[config.mk]
export PLATFORM = sky130hd
export DESIGN_NAME = load_store_unit
export DESIGN_NICKNAME = d
export VERILOG_FILES = /design/src/rtl/lsu_pkg.sv /design/src/rtl/lsu_align_check.sv /design/src/rtl/load_store_unit.sv
export SDC_FILE = /design/constraint.sdc
export NUM_CORES = 1
export LEC_CHECK = 0
export CAP_MARGIN = 40
export CORE_MARGIN = 8
export CORE_UTILIZATION = 43
export DETAILED_ROUTE_END_ITERATION = 7
export HOLD_SLACK_MARGIN = 0.12
export PLACE_DENSITY_LB_ADDON = 0.1
export SLEW_MARGIN = 20
export SYNTH_ARGS = -nofsm -noshare
export SYNTH_HDL_FRONTEND = slang
export SYNTH_SLANG_ARGS = --single-unit
[constraint.sdc]
create_clock -name clk -period 3 [get_ports clk]
set_clock_uncertainty 0.15 [all_clocks]
set_input_delay 0.45 -clock clk [delete_from_list [all_inputs] [get_ports clk]]
set_output_delay 0.45 -clock clk [all_outputs]
set_load 0.01 [all_outputs]
[src/rtl/lsu_pkg.sv]
// Shared types and constants for the load/store unit: FSM states and RV32I load/store funct3 codes.
package lsu_pkg;

  localparam int unsigned XLEN = 32;
  localparam int unsigned F3_W = 3;

  typedef enum logic [1:0] {
    S_IDLE    = 2'd0,
    S_ISSUE   = 2'd1,
    S_CAPTURE = 2'd2,
    S_RESP    = 2'd3
  } lsu_state_e;

  localparam logic [F3_W-1:0] LB  = 3'b000;
  localparam logic [F3_W-1:0] LH  = 3'b001;
  localparam logic [F3_W-1:0] LW  = 3'b010;
  localparam logic [F3_W-1:0] LBU = 3'b100;
  localparam logic [F3_W-1:0] LHU = 3'b101;
  localparam logic [F3_W-1:0] SB  = 3'b000;
  localparam logic [F3_W-1:0] SH  = 3'b001;
  localparam logic [F3_W-1:0] SW  = 3'b010;

endpackage

[src/rtl/lsu_align_check.sv]
// Flags a load/store request as illegal: unsupported funct3 for its direction, or (optionally) a
// halfword/word access that is not naturally aligned.
module lsu_align_check
  import lsu_pkg::*;
#(
  parameter bit ALIGN_CHECK = 1'b1
) (
  input  logic            write,
  input  logic [F3_W-1:0] funct3,
  input  logic [1:0]      address,
  output logic            illegal
);

  logic bad_code;
  logic misaligned;

  always_comb begin
    bad_code = 1'b1;
    if (write) begin
      case (funct3)
        SB, SH, SW: bad_code = 1'b0;
        default:    bad_code = 1'b1;
      endcase
    end else begin
      case (funct3)
        LB, LH, LW, LBU, LHU: bad_code = 1'b0;
        default:              bad_code = 1'b1;
      endcase
    end
  end

  // funct3[1:0] encodes the access size for every legal code.
  always_comb begin
    misaligned = 1'b0;
    case (funct3[1:0])
      2'b01:   misaligned = address[0];
      2'b10:   misaligned = (address != 2'b00);
      default: misaligned = 1'b0;
    endcase
  end

  assign illegal = bad_code | (ALIGN_CHECK & misaligned);

endmodule

[src/rtl/load_store_unit.sv]
// Single-outstanding load/store unit: accepts one request, issues it to data memory,
// captures load data one cycle later and holds the response until consumed.
module load_store_unit
  import lsu_pkg::*;
#(
  parameter bit ALIGN_CHECK = 1'b1
) (
  input  logic            clk,
  input  logic            reset,
  input  logic            req_valid,
  output logic            req_ready,
  input  logic            req_write,
  input  logic [F3_W-1:0] req_funct3,
  input  logic [XLEN-1:0] req_address,
  input  logic [XLEN-1:0] req_wdata,
  output logic            rsp_valid,
  input  logic            rsp_ready,
  output logic [XLEN-1:0] rsp_rdata,
  output logic            rsp_error,
  output logic            dmem_wren,
  output logic [F3_W-1:0] funct3,
  output logic [XLEN-1:0] dmem_address,
  output logic [XLEN-1:0] dmem_data_in,
  input  logic [XLEN-1:0] dmem_data_out
);

  lsu_state_e state;
  logic       write_q;
  logic       wren_q;
  logic       illegal;

  lsu_align_check #(
    .ALIGN_CHECK(ALIGN_CHECK)
  ) u_align_check (
    .write   (req_write),
    .funct3  (req_funct3),
    .address (req_address[1:0]),
    .illegal (illegal)
  );

  // Gated by reset so an aborted store never strobes memory, even mid-ISSUE.
  assign req_ready = (state == S_IDLE) & ~reset;
  assign dmem_wren = wren_q & ~reset;

  always_ff @(posedge clk) begin
    if (reset) begin
      state        <= S_IDLE;
      write_q      <= 1'b0;
      wren_q       <= 1'b0;
      rsp_valid    <= 1'b0;
      rsp_rdata    <= '0;
      rsp_error    <= 1'b0;
      dmem_address <= '0;
      funct3       <= LW;
      dmem_data_in <= '0;
    end else begin
      wren_q <= 1'b0;
      case (state)
        S_IDLE: begin
          if (req_valid) begin
            write_q      <= req_write;
            dmem_address <= req_address;
            funct3       <= req_funct3;
            dmem_data_in <= req_wdata;
            rsp_rdata    <= '0;
            rsp_error    <= 1'b0;
            if (illegal) begin
              rsp_error <= 1'b1;
              rsp_valid <= 1'b1;
              state     <= S_RESP;
            end else begin
              wren_q <= req_write;
              state  <= S_ISSUE;
            end
          end
        end
        S_ISSUE: begin
          if (write_q) begin
            rsp_valid <= 1'b1;
            state     <= S_RESP;
          end else begin
            state <= S_CAPTURE;
          end
        end
        S_CAPTURE: begin
          rsp_rdata <= dmem_data_out;
          rsp_valid <= 1'b1;
          state     <= S_RESP;
        end
        S_RESP: begin
          if (rsp_ready) begin
            rsp_valid <= 1'b0;
            state     <= S_IDLE;
          end
        end
        default: state <= S_IDLE;
      endcase
    end
  end

endmodule

==> metrics.md, run 1 <==
| Metric | Value |
|---|---|
| Setup slack after layout | `about 0.35 ns` |
| Die area | `between 10,000 and 15,000 um^2` |
| Vert. Die Dim | `113 um` |
| Status | `completed` |
| CTS tree | `built` |
| FFs w/ async S/R, synth | `0%` |
| R2r worst-path depth | `7` |
| Layout area overhead | `56.4%` |
| Worst-path clk slew | `0.09 ns` |
| Tot GR Track Use | `between 15 and 20%` |
| Pleak | `2.26 nW` |
| DRC | `0` |
| Worst Path Arrival | `between 2 and 2.5 ns` |
| Initial Utilization | `43.8%` |
| Site Rows | `35` |
| Total power | `0.00458 W` |
| Tmin final | `2.65 ns` |
| Root Driver | `clkbuf_8` |
| Yosys top cell area share | `52.4%` |
| WL/cell | `15.8 um` |
| Clock sinks | `105` |
| IO buf count | `a little over 200` |
| Share of layout cells above drive strength 1 | `10.4%` |
| Synth area leaders | `dfxtp_1 52%, nand2_1 13%, a21oi_1 8.5%` |
| Synth Register Bits | `105` |
| Fmax | `377 MHz` |
| Maxcap violations | `0` |
| Pre-CTS WS | `0.614 ns` |
| Vias in the first global route | `roughly 3,700` |
| Die width | `113 um` |
| Setup CP Type | `register to output pin` |
| Area of the core | `9150 um^2` |
| H-tree Lvls | `3` |
| EDFF count, synth | `0` |
| Vias per inst | `slightly below 5` |
| Sequence of cells on the critical path | `inv_1, ha_1, inv_1, nor2_1, clkdlybuf4s50_1` |
| Design Area, Final | `6280 um^2` |
| Post-Syn Area per Cell | `8.84 um^2` |
| Final setup fails | `0` |
| Seq/Total Area, Yosys | `52.4%` |
| Startpoint Class | `register` |
| Cell variety after synth | `31` |
| Critical path depth | `5` |
| CP dominant cell by count | `inv_1` |
| Detail Route Antenna Nets | `0` |
| Antenna violations before repair | `0` |
| Worst Tran Pin Value | `0.821 ns` |
| RSZ-0062 raised after global routing | `no` |
| Tcrit/Tclk final | `between 80 and 90%` |
| Relative slew margins | `45.3%` |
| Post-cts resize count | `0` |
| CP bufs+invs | `3` |
| Synth warnings | `0` |
| Yosys top cell by area | `dfxtp_1` |
| PwrDens | `approximately 730 nW/um^2` |
| Fin Setup TNS | `0 ns` |
| Post-Syn Instances | `454` |
| 1st-iter DRT viols | `between 200 and 250` |
| Slowest cell on the critical path | `clkdlybuf4s50_1` |
| GPL Wtd Cong | `between 0.7 and 0.8` |
| # Post-CTS Setup Buffers | `0` |
| Crit-path max FO | `8` |
| DP Area | `6080 um^2` |
| Worst IR Drop VDD | `between 400 and 500 uV` |
| CTS buffer count | `9` |
| Critical Path RT | `about 2.4 ns` |
| Total gr overflow | `0` |
| Slew Viols, Final | `0` |
| Detailed placement HPWL | `about 8.8 mm` |
| Main flop type after synthesis | `dfxtp_1` |
| CTS Buffer Depth | `2` |
| Mapped Nets | `around 570` |
| Cell area after synthesis | `4010 um^2` |
| WHS | `0.306 ns` |
| CP top delay family | `buffers and inverters` |
| Vias post-DR | `3,736` |
| Hold WC Path Type | `register to register` |
| First-pass GRT wire length | `around 19 mm` |
| ANT cells | `0` |
| Pin count of the biggest net entering global routing | `73` |
| Total Routed Length | `12.0 mm` |
| CTS Hold Bufs | `0` |
| Worst-Skew Late Latency | `between 0.3 and 0.4 ns` |
| Worst hold stages | `2` |
| Final net count | `approximately 750` |
| Largest stage delay, worst path | `0.58 ns` |
| DR pass1 iterations | `5` |
| Final hold vios | `0` |
| CP endpoint kind | `output pin` |
| I/O pin cnt | `207` |
-- final cells by class --
type                    instances  area (um^2)
fillers                       741         2880
repair buffers                212         2140
flip-flops and latches        105         2100
multi-input cells             307         1680
well taps                     111          139
clock buffers                  11          131
clock inverters                 5         63.8
inverters                       7         26.3
-- cells in the final DEF (no fill, tap or decap), types with 2 or more instances in the layout --
cell,count
nor2_1,19
a22oi_2,20
buf_4,5
a21oi_1,68
inv_1,7
dfxtp_1,105
ha_1,7
nor2b_1,3
clkbuf_1,2
clkinv_4,2
a211oi_1,2
nor2b_4,2
a22oi_1,12
clkbuf_8,9
clkdlybuf4s50_1,205
nor3_1,3
nor2_2,20
nand2_1,135
o21ai_0,4
-- Yosys cell counts, types with 2 or more instances --
| master | number |
|---|---|
| nand2_1 | 136 |
| dfxtp_1 | 105 |
| a21oi_1 | 68 |
| a22oi_2 | 20 |
| nor2_2 | 20 |
| nor2_1 | 19 |
| clkbuf_1 | 13 |
| a22oi_1 | 12 |
| buf_6 | 9 |
| buf_2 | 8 |
| ha_1 | 7 |
| inv_1 | 7 |
| nor2b_1 | 4 |
| o21ai_0 | 4 |
| nor3_1 | 3 |
| a211oi_1 | 2 |
| buf_1 | 2 |
| buf_4 | 2 |
-- logic make-up (layout without fill, tap and decap cells) --
family / Yosys count / count (layout) / synth area share [%]
buf+inv: 42 / 235 / 6.08
simple gates: 185 / 185 / 19.4
mux: 1 / 1 / 0.281
fa+ha+maj: 7 / 7 / 2.18
compound gates: 114 / 114 / 19.7
flops: 105 / 105 / 52.4
-- registers in the layout (all words and copies together), names as in the netlist --
signal / cells
dmem_address: 32
dmem_data_in: 32
funct3: 3
rsp_error: 1
rsp_rdata: 32
rsp_valid: 1
state: 2
wren_q: 1
write_q: 1
-- metrics by stage --
stage | utilization, % | instances
after floorplan | - | 454
after global placement | 66.1 | 741
after detailed placement | 66.4 | 742
after CTS | 68.6 | 758
after global routing | 68.6 | 758
final | 68.6 | 758
-- where the power goes --
group	internal [W]	total (W)	switching [W]	leakage, nW
logic	0.000941	0.00193	0.000987	1.31
clock network	0.000393	0.000868	0.000475	0.0941
registers	0.00165	0.00179	0.000139	0.858
total	0.00298	0.00458	0.00160	2.26
-- final timing paths --
kind                     from               end  slack, ns
min          dmem_address[27]  dmem_address[27]       0.31
min reg2reg  dmem_address[27]  dmem_address[27]       0.31
max reg2reg          state[0]     rsp_rdata[29]       0.83
max                  state[0]         req_ready       0.35
-- layer usage --
layer  track usage (%)  vias to the layer above  wire (um)
li1                  -                     1867          -
met1              20.0                     1709       4830
met2              31.3                      150       5720
met3              8.27                       10       1290
met4              5.94                        0        116
met5                 0                        -          0
-- tightest hold or removal path: cells and delay by family, from the launching register on --
kind            cells  cell delay (ns)
compound gates      1             0.05
flops               1             0.32
simple gates        1             0.05
Power figures use the tool's default switching activity.
==> inputs of run 2 (changes only) <==
- PLACE_DENSITY: default -> 0.95
- PLACE_DENSITY_LB_ADDON: 0.1 -> default
- RECOVER_POWER: default -> 50
==> run 2 against run 1 <==
  * Fmax grew 0.91%
  * First-iteration DRC count shrank 22%
  * Largest cell class unchanged
  * Via count grew 2.0%
  * Flip-flop and latch count is the same
==> metrics.md, run 2 (synthesis results as in run 1) <==
| Metric | Value |
|---|---|
| Pin count of the biggest net entering global routing | `76 (+4.1%)` |
| Placed cells | `742 (unchanged)` |
| Hold WC Path Type | `register to register` |
| I/O pin cnt | `207 (unchanged)` |
| Critical path depth | `5 (unchanged)` |
| Worst IR Drop VDD | `411 uV (-12%)` |
| PwrDens | `731 nW/um^2 (about the same)` |
| Root Driver | `clkbuf_8` |
| Slew Viols, Final | `0 (unchanged)` |
| Clock sinks | `105 (unchanged)` |
| Crit-path max FO | `8 (unchanged)` |
| Pleak | `2.57 nW (+14%)` |
| Site Rows | `35 (unchanged)` |
| CP endpoint kind | `output pin` |
| Vias post-DR | `3,809 (+2.0%)` |
| DRC | `0 (unchanged)` |
| Final net count | `753 (unchanged)` |
| Tcrit/Tclk final | `87.5% (-0.79 points)` |
| Post-cts resize count | `0 (unchanged)` |
| Share of layout cells above drive strength 1 | `10.5% (+0.15 points)` |
| Critical Path RT | `2.40 ns (about the same)` |
| Initial Utilization | `43.8% (unchanged)` |
| Sw frac | `35.0% (+0.12 points)` |
| Tot GR Track Use | `19.3% (+0.85 points)` |
| Sequence of cells on the critical path | `inv_1, ha_1, inv_1, nor2_1, clkdlybuf4s50_1` |
| Detail Route Antenna Nets | `0 (unchanged)` |
| 1st-iter DRT viols | `188 (-22%)` |
| R2r worst-path depth | `7 (unchanged)` |
| Final core utilization | `68.7% (+0.18 points)` |
| Vias per inst | `5.03 (+2.0%)` |
| Final hold vios | `0 (unchanged)` |
| Pint | `0.00299 W (+0.14%)` |
| Final cell count without fillers | `758 (unchanged)` |
| CTS buffer count | `9 (unchanged)` |
| Relative slew margins | `42.5% (-2.8 points)` |
| Tmin final | `2.63 ns (-0.0238 ns)` |
| Startpoint Class | `register` |
| Fmax | `381 MHz (+0.91%)` |
| Worst Path Arrival | `2.03 ns (-0.02 ns)` |
| Fin Setup TNS | `0 ns (unchanged)` |
| Final setup fails | `0 (unchanged)` |
| Vias in the first global route | `3,959 (+7.4%)` |
| Largest stage delay, worst path | `0.59 ns (about the same)` |
| Most common cell after layout, fill and taps aside | `nand2_1` |
| Slowest cell on the critical path | `clkdlybuf4s50_1` |
| RSZ-0062 raised after global routing | `no` |
| Vert. Die Dim | `113 um (unchanged)` |
| Maxcap violations | `0 (unchanged)` |
| # Post-CTS Setup Buffers | `0 (unchanged)` |
| Commonest non-fill, non-tap cells in the layout | `135 x nand2_1, 105 x dfxtp_1, 104 x clkdlybuf4s50_1` |
| CTS Buffer Depth | `2 (unchanged)` |
| WL/cell | `16.4 um (+3.7%)` |
| Layout area overhead | `56.8%` |
| Layout filler cell count | `725 (-2.2%)` |
| First-pass GRT wire length | `19.8 mm (+4.2%)` |
| DR pass1 iterations | `4 (-1)` |
| Total gr overflow | `0 (unchanged)` |
| Biggest regs | `dmem_address x32, dmem_data_in x32, rsp_rdata x32` |
| Worst-Skew Late Latency | `0.35 ns (about the same)` |
| Combinational share of power | `39.6% (-2.5 points)` |
| Total Routed Length | `12.4 mm (+3.7%)` |
| CTS tree | `built` |
| Worst Tran Pin Value | `0.862 ns (+0.0416 ns)` |
| Detailed placement HPWL | `9.47 mm (+8.0%)` |
| CP top delay family | `buffers and inverters` |
| Setup CP Type | `register to output pin` |
| Worst hold stages | `2 (unchanged)` |
| Area of the core | `9150 um^2 (unchanged)` |
| Antenna violations before repair | `0 (unchanged)` |
| CTS Hold Bufs | `0 (unchanged)` |
| ANT cells | `0 (unchanged)` |
| CP bufs+invs | `3 (unchanged)` |
| CP dominant cell by count | `inv_1` |
| GPL Wtd Cong | `0.763 (+0.82%)` |
| Worst-path clk slew | `0.09 ns (about the same)` |
| Psw | `0.00161 W (+0.66%)` |
| Status | `completed` |
| Die width | `113 um (unchanged)` |
| Flop pwr share | `38.7% (-0.3 points)` |
| H-tree Lvls | `3 (unchanged)` |
| IO buf count | `206 (unchanged)` |
| Clock share of power | `21.6% (+2.7 points)` |
| Die area | `12,700 um^2 (unchanged)` |
==> run 2: cell types whose count changed in the layout (fill, tap and decap cells not counted), moves of 2 or more <==
cell and delta:
clkdlybuf4s50_1 -101, clkinv_4 -2, dlygate4sd3_1 +101, clkbuf_1 -2
==> run 2: routing by layer <==
layer	routed length, um	part of all wire [%]	vias to the layer above	GRT usage (%)
met5	0	0	-	0
met2	6180	50	159	34.0
met4	209	1.7	0	6.56
met1	4800	39	1759	20.2
met3	1210	9.7	19	8.00
li1	-	-	1872	-
==> run 2: tightest hold or removal path, cell delays in order (launching register included) <==
cell and delay [ns]:
dfxtp_1 0.32, nand2_1 0.05, a21oi_1 0.05
==> run 2: worst paths after layout <==
path	slack [ns]	start	end
setup / recovery	0.37	state[0]	req_ready
hold reg to reg	0.31	dmem_address[18]	dmem_address[18]
hold / removal	0.31	dmem_address[18]	dmem_address[18]
setup reg to reg	0.49	state[0]	rsp_rdata[29]
==> run 2: stage by stage <==
stage	cell area, um^2	setup slack [ns]	hold slack, ns	total power (W)
floorplan	4010	1.24	0.297	0.00298
detailed placement	6070	0.581	0.298	0.00376
CTS	6300	0.345	0.312	0.00477
global route	6290	0.162	0.331	0.00491
global placement	6040	0.549	0.291	0.00362
finish	6290	0.374	0.306	0.00460
==> run 2: final cells by class <==
cell class	count	area, um^2	share of cell area [%]
clock buffer	10	138	2.19
inverter	7	26.3	0.418
sequential	105	2100	33.4
tap	111	139	2.21
multi-input combinational	307	1670	26.5
clock inverter	6	96.3	1.53
timing repair buffer	212	2120	33.7
==> run 2: power groups by stage <==
stage,clock network [W],registers [W],logic [W]
3_3_place_gp,0,0.00181,0.00181
5_1_grt,0.00109,0.00182,0.00200
2_1_floorplan,0,0.00192,0.00106
6_report,0.000994,0.00178,0.00182
3_5_place_dp,0,0.00182,0.00194
4_1_cts,0.00103,0.00179,0.00194
